===== src/rtl/result_writeback_pkg.sv =====
// ============================================================================
// Module      : result_writeback_pkg
// Description : Shared packet layout and field constants for result write-back.
// Revision    : 1.0 - initial release
// ============================================================================
`default_nettype none

package result_writeback_pkg;

  localparam int PKT_W  = 143;
  localparam int DATA_W = 128;
  localparam int ADDR_W = 7;
  localparam int UNIT_W = 3;
  localparam int LAT_W  = 3;

  // Field positions in the MSB-first [0:142] view of the packet
  localparam int WE_BIT  = 131;
  localparam int RT_LO   = 132;
  localparam int RT_HI   = 138;
  localparam int DATA_LO = 3;
  localparam int DATA_HI = 130;

  typedef struct packed {
    logic [UNIT_W-1:0] unit;
    logic [DATA_W-1:0] data;
    logic              we;
    logic [ADDR_W-1:0] rt;
    logic [LAT_W:0]    lat;
  } wb_pkt_t;

  function automatic wb_pkt_t make_pkt(
    input logic [UNIT_W-1:0] unit,
    input logic [DATA_W-1:0] data,
    input logic              we,
    input logic [ADDR_W-1:0] rt,
    input logic [LAT_W-1:0]  lat
  );
    make_pkt = '{unit: unit, data: data, we: we, rt: rt, lat: {1'b0, lat}};
  endfunction

endpackage

`default_nettype wire


===== src/rtl/result_writeback_delay_line.sv =====
// ============================================================================
// Module      : wb_delay_line
// Description : Per-pipe result delay line with insert, flush and hazard flag.
// Revision    : 1.0 - initial release
// ============================================================================
`default_nettype none

module wb_delay_line
  import result_writeback_pkg::*;
#(
  parameter int DEPTH = 7
) (
  input  logic                          clock,
  input  logic                          reset,
  input  logic                          flush,
  input  logic                          res_valid,
  input  wb_pkt_t                       res_pkt,
  input  logic [LAT_W-1:0]              res_lat,
  output wb_pkt_t                       head,
  output logic [DEPTH-1:0]              slot_vis,
  output logic [DEPTH-1:0][ADDR_W-1:0]  slot_rt,
  output logic [DEPTH-1:0][DATA_W-1:0]  slot_data,
  output logic                          hazard
);

  wb_pkt_t [DEPTH-1:0] r_line;
  wb_pkt_t [DEPTH-1:0] w_next;
  logic                r_hazard;
  logic                w_lat_ok;
  logic                w_insert;
  logic                w_collide;
  logic                w_hz_event;

  always_comb begin
    w_lat_ok  = (res_lat != '0) && (int'(res_lat) <= DEPTH);
    w_insert  = res_valid && w_lat_ok && !flush;
    w_collide = 1'b0;
    for (int k = 0; k < DEPTH - 1; k++) begin
      w_next[k] = r_line[k+1];
    end
    w_next[DEPTH-1] = '0;
    // Whatever would shift into the target slot is the packet being displaced
    for (int k = 0; k < DEPTH; k++) begin
      if (w_insert && (int'(res_lat) == k + 1)) begin
        w_collide = |w_next[k];
        w_next[k] = res_pkt;
      end
    end
    if (flush) begin
      w_next = '0;
    end
    w_hz_event = res_valid && !flush && (!w_lat_ok || w_collide);
  end

  always_ff @(posedge clock) begin
    if (!reset) begin
      r_line   <= '0;
      r_hazard <= 1'b0;
    end else begin
      r_line <= w_next;
      if (w_hz_event) begin
        r_hazard <= 1'b1;
      end
    end
  end

  generate
    for (genvar k = 0; k < DEPTH; k++) begin : g_slot
      assign slot_vis[k]  = r_line[k].we;
      assign slot_rt[k]   = r_line[k].rt;
      assign slot_data[k] = r_line[k].data;
    end
  endgenerate

  assign head   = r_line[0];
  assign hazard = r_hazard;

endmodule

`default_nettype wire


===== src/rtl/result_writeback.sv =====
// ============================================================================
// Module      : result_writeback
// Description : Dual-pipe result staging, write-back arbitration, forwarding.
//               Forwarding logic is built only when WB_FORWARD_EN is defined.
// Revision    : 1.0 - initial release
// ============================================================================
`default_nettype none

module result_writeback
  import result_writeback_pkg::*;
#(
  parameter int DEPTH     = 7,
  parameter int FWD_PORTS = 5
) (
  input  logic                clock,
  input  logic                reset,
  input  logic                ep_res_valid,
  input  logic [0:DATA_W-1]   ep_res_data,
  input  logic [ADDR_W-1:0]   ep_res_rt,
  input  logic                ep_res_we,
  input  logic [UNIT_W-1:0]   ep_res_unit,
  input  logic [LAT_W-1:0]    ep_res_lat,
  input  logic                op_res_valid,
  input  logic [0:DATA_W-1]   op_res_data,
  input  logic [ADDR_W-1:0]   op_res_rt,
  input  logic                op_res_we,
  input  logic [UNIT_W-1:0]   op_res_unit,
  input  logic [LAT_W-1:0]    op_res_lat,
  input  logic                flush,
  output logic [0:PKT_W-1]    wrt_back_arr_ep,
  output logic [0:PKT_W-1]    wrt_back_arr_op,
  output logic                wb_hazard,
  input  logic [ADDR_W-1:0]   fwd_addr  [FWD_PORTS],
  output logic                fwd_hit   [FWD_PORTS],
  output logic [0:DATA_W-1]   fwd_value [FWD_PORTS]
);

  wb_pkt_t                      w_ep_head, w_op_head, w_ep_out;
  logic                         w_ep_hazard, w_op_hazard;
  logic [DEPTH-1:0]             w_ep_vis, w_op_vis;
  logic [DEPTH-1:0][ADDR_W-1:0] w_ep_rt, w_op_rt;
  logic [DEPTH-1:0][DATA_W-1:0] w_ep_data, w_op_data;

  wb_delay_line #(.DEPTH(DEPTH)) u_ep_line (
    .clock     (clock),
    .reset     (reset),
    .flush     (flush),
    .res_valid (ep_res_valid),
    .res_pkt   (make_pkt(ep_res_unit, ep_res_data, ep_res_we, ep_res_rt, ep_res_lat)),
    .res_lat   (ep_res_lat),
    .head      (w_ep_head),
    .slot_vis  (w_ep_vis),
    .slot_rt   (w_ep_rt),
    .slot_data (w_ep_data),
    .hazard    (w_ep_hazard)
  );

  wb_delay_line #(.DEPTH(DEPTH)) u_op_line (
    .clock     (clock),
    .reset     (reset),
    .flush     (flush),
    .res_valid (op_res_valid),
    .res_pkt   (make_pkt(op_res_unit, op_res_data, op_res_we, op_res_rt, op_res_lat)),
    .res_lat   (op_res_lat),
    .head      (w_op_head),
    .slot_vis  (w_op_vis),
    .slot_rt   (w_op_rt),
    .slot_data (w_op_data),
    .hazard    (w_op_hazard)
  );

  // Odd pipe is younger in program order, so it keeps the register write
  always_comb begin
    w_ep_out = w_ep_head;
    if (w_ep_head.we && w_op_head.we && (w_ep_head.rt == w_op_head.rt)) begin
      w_ep_out.we = 1'b0;
    end
  end

  assign wrt_back_arr_ep = w_ep_out;
  assign wrt_back_arr_op = w_op_head;
  assign wb_hazard       = w_ep_hazard | w_op_hazard;

`ifdef WB_FORWARD_EN
  // Ascending scan: later hits override, giving highest slot then op priority
  always_comb begin
    for (int p = 0; p < FWD_PORTS; p++) begin
      fwd_hit[p]   = 1'b0;
      fwd_value[p] = '0;
      for (int k = 0; k < DEPTH; k++) begin
        if (w_ep_vis[k] && (w_ep_rt[k] == fwd_addr[p])) begin
          fwd_hit[p]   = 1'b1;
          fwd_value[p] = w_ep_data[k];
        end
        if (w_op_vis[k] && (w_op_rt[k] == fwd_addr[p])) begin
          fwd_hit[p]   = 1'b1;
          fwd_value[p] = w_op_data[k];
        end
      end
    end
  end
`else
  logic w_unused_fwd;
  logic w_unused_slots;

  always_comb begin
    w_unused_fwd = 1'b0;
    for (int p = 0; p < FWD_PORTS; p++) begin
      fwd_hit[p]   = 1'b0;
      fwd_value[p] = '0;
      w_unused_fwd = w_unused_fwd ^ (^fwd_addr[p]);
    end
  end

  assign w_unused_slots = ^{w_ep_vis, w_ep_rt, w_ep_data, w_op_vis, w_op_rt, w_op_data};
`endif

endmodule

`default_nettype wire


===== config.mk =====
export PLATFORM = sky130hd
export DESIGN_NAME = result_writeback
export DESIGN_NICKNAME = d
export VERILOG_FILES = /design/src/rtl/result_writeback_pkg.sv /design/src/rtl/result_writeback_delay_line.sv /design/src/rtl/result_writeback.sv
export SDC_FILE = /design/constraint.sdc
export NUM_CORES = 2
export LEC_CHECK = 0
export BUFFER_PORTS_ARGS = -buffer_cell sky130_fd_sc_hd__clkbuf_2
export CELL_PAD_IN_SITES_DETAIL_PLACEMENT = 1
export CELL_PAD_IN_SITES_GLOBAL_PLACEMENT = 1
export CORE_AREA = 2 2 495 497
export CTS_CLUSTER_SIZE = 28
export DETAILED_ROUTE_END_ITERATION = 16
export DIE_AREA = 0 0 497 499
export HOLD_SLACK_MARGIN = 0.1
export PLACE_DENSITY_LB_ADDON = 0.1
export SLEW_MARGIN = 30
export SYNTH_ARGS = -nofsm -noshare
export SYNTH_HDL_FRONTEND = slang
export SYNTH_SLANG_ARGS = --single-unit
export TNS_END_PERCENT = 30

===== constraint.sdc =====
create_clock -name clock -period 4.9 [get_ports clock]
set_clock_uncertainty 0.1 [all_clocks]
set_input_delay 1.225 -clock clock [delete_from_list [all_inputs] [get_ports clock]]
set_output_delay 1.225 -clock clock [all_outputs]
set_load 0.01 [all_outputs]

# ---- Word level (Yosys, flattened, before mapping)
# Cells that the tools add are included.
dict set report totals {
  wordCells 190
  regBits 2004
  out_inout_bits 932
  in_bits 324
}
dict set report classes {
  n_eq_ne 15
  mux 27
  reduce_logical 58
  bitwise 4
}
# op n
set ops {}
lappend ops {{143-bit two-way mux} 12}
lappend ops {{143-bit OR reduction} 12}
lappend ops {{3-bit OR reduction} 14}
lappend ops {{3-bit equality test (second input constant)} 8}
lappend ops {{1-bit logical AND} 24}
lappend ops {{1-bit two-way mux} 15}
lappend ops {{3-bit by 2-bit equality test with 1-bit output (second input constant)} 4}
lappend ops {{7-bit equality test} 1}
lappend ops {{3-bit by 1-bit equality test with 1-bit output (second input constant)} 2}
lappend ops {{3-bit nonzero test} 2}
lappend ops {{1-bit zero test} 3}
lappend ops {{1-bit NOT} 3}
lappend ops {{1-bit logical OR} 2}
lappend ops {{2-bit OR reduction} 1}
lappend ops {{1-bit OR} 1}

# ---- Longest topological paths before layout
dict set report logic_depth {
  ltp_word 13
  mapped_depth 9
  mapped_depth_nobuf 7
}

# ---- By module
# Synthesis repeated with hierarchy kept, for this count alone.
dict set report unflattened {
  cells_unflattened 11542
  hier_area_um2 91205.0
}
# mod area_per_inst_um2 cells_each seq_area_each_um2 n_inst
set by_module_without_submodules {}
lappend by_module_without_submodules {{wb_delay_line at u_ep_line} 43143.9 5445 20059.2 1}
lappend by_module_without_submodules {{wb_delay_line at u_op_line} 43127.6 5440 20059.2 1}
lappend by_module_without_submodules {result_writeback 4933.5 657 0.0 1}

# ---- Worst setup path before layout
# No wires, ideal clock.
dict set report synth_path {
  kind {input port to flip-flop}
  from {input port flush}
  to {register u_op_line.r_hazard, in the netlist u_op_line.hazard}
  path_buffers 2
  arrival_time_ps 2715
  required_time_ps 4731
  setup_ps 69
  slack_ps 2016
  stages 8
  cell_sequence {buf_4 or3b_4 or2_0 buf_2 a31oi_1 a2111oi_0 o31a_1 o21ai_1}
}
dict set report synth_via {
  elab_chain_len 12
  elab_cells_between_ends 19
  cone_classes {mux (7); reduce/logical (12)}
}
# element line
set synth_lines {}
lappend synth_lines {{from (decl)} result_writeback.sv:29} ;# input logic flush,
lappend synth_lines {{1-bit zero test (*)} {result_writeback_delay_line.sv:36, result_writeback_delay_line.sv:52}}
lappend synth_lines {{1-bit logical AND} result_writeback_delay_line.sv:36} ;# w_insert = res_valid && w_lat_ok && !flush;
lappend synth_lines {{1-bit logical AND} result_writeback_delay_line.sv:44} ;# if (w_insert && (int'(res_lat) == k + 1)) begin
lappend synth_lines {{1-bit two-way mux (7 in series)} result_writeback_delay_line.sv:44}
lappend synth_lines {{1-bit logical OR} result_writeback_delay_line.sv:52} ;# w_hz_event = res_valid && !flush && (!w_lat_ok || w_collide);
lappend synth_lines {{1-bit logical AND (*)} result_writeback_delay_line.sv:52}
lappend synth_lines {{to (signal assigned)} result_writeback_delay_line.sv:58} ;# r_hazard <= 1'b0;
lappend synth_lines {{to (signal assigned)} result_writeback_delay_line.sv:62} ;# r_hazard <= 1'b1;
lappend synth_lines {{to (decl)} result_writeback_delay_line.sv:28} ;# logic r_hazard;
# Mark *: on every way between the ends. The rest lies on a longest branch, timed or not.
# A chain may end at the register's enable or synchronous reset.

# ---- Worst setup path after layout
dict set report layout_path {
  from {register u_op_line.r_line, in the netlist u_op_line.slot_data[137]}
  to {register u_op_line.r_hazard, in the netlist u_op_line.hazard}
}
dict set report layout_via {
  elab_chain_len 10
}
# element line
set layout_lines {}
lappend layout_lines {{from (decl)} result_writeback_delay_line.sv:26} ;# wb_pkt_t [DEPTH-1:0] r_line;
lappend layout_lines {{from (signal assigned)} result_writeback_delay_line.sv:60} ;# r_line <= w_next;
lappend layout_lines {{143-bit OR reduction} result_writeback_delay_line.sv:45} ;# w_collide = |w_next[k];
lappend layout_lines {{1-bit two-way mux (7 in series)} result_writeback_delay_line.sv:44}
lappend layout_lines {{1-bit logical OR} result_writeback_delay_line.sv:52}
lappend layout_lines {{1-bit logical AND} result_writeback_delay_line.sv:52}
# Every way passes these cells.

==> results.txt <==
CP arrival: 4.08 ns
NetSw: 8554 uW
Overflow after GRT: 0
Worst-path maximum fanout: 2
Combinational share of power: 4.8%
RSZ-0062 raised after global routing: no
# fillers: 29010
Hold Path Stages: 2
Antenna violations before repair: 47
Residual DRC: 0
Clock sink count: 1990
Worst Hold End: u_ep_line.slot_data[373]$_SDFF_PP0_
EDFF count, synth: 0
Total die area: 248000 um^2
Detail Route Antenna Nets: 0
Seq/Total Area, Yosys: 52.35%
Crit path cell chain: nor4_2, nand4_1, nor4_1, a31oi_1, a2111oi_0, o31a_1, o21ai_1
Root Driver: clkbuf_16
Iter 0 DRT Violations: 4000
Final setup fails: 0
Ports: 1256
Clock transition at path regs: 0.06 ns
Switch share: 24.24%
Synth-to-layout area growth: 12.66%
Core ar.: 242500 um^2
Outcome: completed
DIE WIDTH: 497 um
Avg Cell Area, Syn: 8.007 um^2
H-tree depth: 4
Wire per inst: 24.44 um
Most frequent cells in the layout: 3345 x nand2_1, 1990 x dfxtp_1, 1670 x a21oi_1, 647 x conb_1, 573 x clkbuf_2
Skew-Pair Late Insertion Delay: 0.88 ns
Worst path max stage delay: 0.76 ns
R2R Path Start: u_op_line.slot_data[137]$_SDFF_PP0_
Largest net degree at the start of global routing: 142
Setup crit start kind: register
Setup_tns: 0 ns
Max Root-Sink Buffers: 3
Port Buffers: 573
TritonCTS clock tree: yes
Vias: 63870
R2R setup slack: 1.47 ns
Max Slew Vio Count: 0
All-Layer GR Usage: 24.69%
Main area contributors after synthesis: dfxtp_1 52%, nand2_1 17%, a21oi_1 11%, buf_4 9.2%, nor4_1 3.6%
Final HPWL DP: 232.5 mm
Setup Buffers After CTS: 0
Worst VDD drop: 0.0003366 V
Drt pass-1 iters: 5
# rows: 181
First-pass GRT wire length: 455.5 mm
Critical path type: reg -> reg
Fin crit period: 3.430 ns
Vias per Instance: 4.926
Hold buffer count at cts: 0
Period utilization: 70.00%
Worst-Margin Slew: 1.123 ns
Hold_sp: u_ep_line.slot_data[501]$_SDFF_PP0_
Relative slew slack: 24.48%
Number of global-route vias before repair: 64100
Power Internal: 26730 uW
Seq pwr share: 46.3%
Crit-path slowest cell: nor4_2
GP Congestion: 0.8822
Layout Nets: 9890
Clock share of power: 49.0%
CTS Buf Count: 222
WP data required: 5.55 ns
Starting density of the core: 31.37%
Total Routed Length: 316.9 mm
Max cap viols: 0
Area share of the largest cell type after synthesis: 52.35%
Die Y-Extent: 499 um
Post-CTS Resized: 0
Final hold vios: 0
Worst setup EP type: register
Reg2reg end: u_op_line.hazard$_SDFFE_PN0P_
Top_reg_cell synth: dfxtp_1
Leading area contributor after synthesis: dfxtp_1
PwrDens: 411.5 nW/um^2
Fmax: 291.5 MHz
Hold slack final: 0.3397 ns
Syn Inst Count: 9504
Synth cell types: 34
Synthesis Warnings: 0
Commonest non-fill, non-tap cell in the layout: nand2_1
Pleak: 0.03039 uW
#FFs+latches synth: 1990
Reg2Reg Depth: 7
Worst Hold Class: reg -> reg
Share of layout cells above drive strength 1: 11.63%
Async set-reset flop share out of synthesis: 0%
Mapped Area: 76100 um^2
-- worst max-delay path, delay by kind of cell (launching register included) --
| kind | cells | cell delay, ns |
|---|---|---|
| AO/OA/AOI/OAI | 4 | 1.03 |
| AND/OR/NAND/NOR | 3 | 1.86 |
| flip-flops | 1 | 0.33 |
-- flip-flops by register name, summed over array words and instances (netlist names) --
register,cells
u_op_line.slot_data,768
u_ep_line.slot_vis,6
u_op_line.r_line,36
u_ep_line.slot_rt,42
u_ep_line.slot_data,768
u_ep_line.hazard,1
u_op_line.slot_rt,42
u_ep_line.head,142
u_op_line.slot_vis,6
u_op_line.hazard,1
u_op_line.head,142
u_ep_line.r_line,36
-- metrics by stage --
step	cells	instance area, um^2	power, uW	worst slack, ns	util, %
after floorplan	10150	78520	17820	2.016	-
after global placement	12540	77930	18330	1.115	32.13
after detailed placement	12540	78080	18350	1.181	32.19
after CTS	12940	85610	35640	1.376	35.30
after global routing	12960	85710	36420	1.289	35.34
final	12970	85730	35280	1.470	35.35
-- synth_stat cells, types with 2 or more instances --
master and instances:
nor4_1 438, nor2_1 59, nand2b_1 6, or4_1 12, nor3_1 9, and2_1 278
o21ai_1 2, a21oi_1 1670, buf_2 108, or2_2 3, nand4_1 112, xnor2_1 7
and3_1 20, nor2b_1 4, buf_1 19, or3_1 2, a31oi_1 4, nand3_1 7
nand2_1 3348, clkbuf_1 463, buf_4 931, dfxtp_1 1990
-- layout make-up --
cell class / count / area [um^2] / area share [%]
Antenna cell: 22 / 55.05 / 0.06421
Clock inverter: 66 / 858.3 / 1.001
Timing Repair Buffer: 713 / 4514 / 5.266
Clock buffer: 335 / 6671 / 7.782
Multi-Input combinational cell: 6639 / 29790 / 34.75
Tap cell: 3202 / 4006 / 4.673
Sequential cell: 1990 / 39840 / 46.47
-- kinds of logic after synthesis --
kind of cell | Yosys count | share of synthesized area, %
compound gates | 1682 | 11.09
xor+xnor | 7 | 0.08057
buf+inv | 1521 | 12.27
flops | 1990 | 52.35
other cells | 1 | 0.004928
simple gates | 4303 | 24.20
-- how the worst max path moves through the flow --
stage,startpoint,endpoint,slack (ns)
2_1_floorplan,flush,u_op_line.hazard$_SDFFE_PN0P_,2.02
3_3_place_gp,flush,u_ep_line.head[129]$_SDFF_PP0_,1.12
3_5_place_dp,flush,u_op_line.slot_data[649]$_SDFF_PP0_,1.18
4_1_cts,u_op_line.head[10]$_SDFF_PP0_,wrt_back_arr_ep[131],1.38
5_1_grt,u_op_line.slot_data[137]$_SDFF_PP0_,u_op_line.hazard$_SDFFE_PN0P_,1.29
6_report,u_op_line.slot_data[137]$_SDFF_PP0_,u_op_line.hazard$_SDFFE_PN0P_,1.47
-- layer usage --
metal | GRT usage, % | wire [um] | part of all wire, %
met5 | 0 | 24 | 0.0076
met4 | 7.973 | 9847 | 3.1
met3 | 2.940 | 12680 | 4.0
met2 | 40.90 | 149000 | 47
met1 | 33.38 | 145300 | 46
-- power by group through the flow --
stage	Clock [uW]	Combinational, uW	Sequential, uW
5_1_grt	18300	1800	16300
6_report	17300	1680	16300
3_5_place_dp	0	1670	16700
2_1_floorplan	0	1170	16600
3_3_place_gp	0	1650	16700
4_1_cts	17600	1670	16300
No activity file was read; power rests on OpenSTA's default activity.
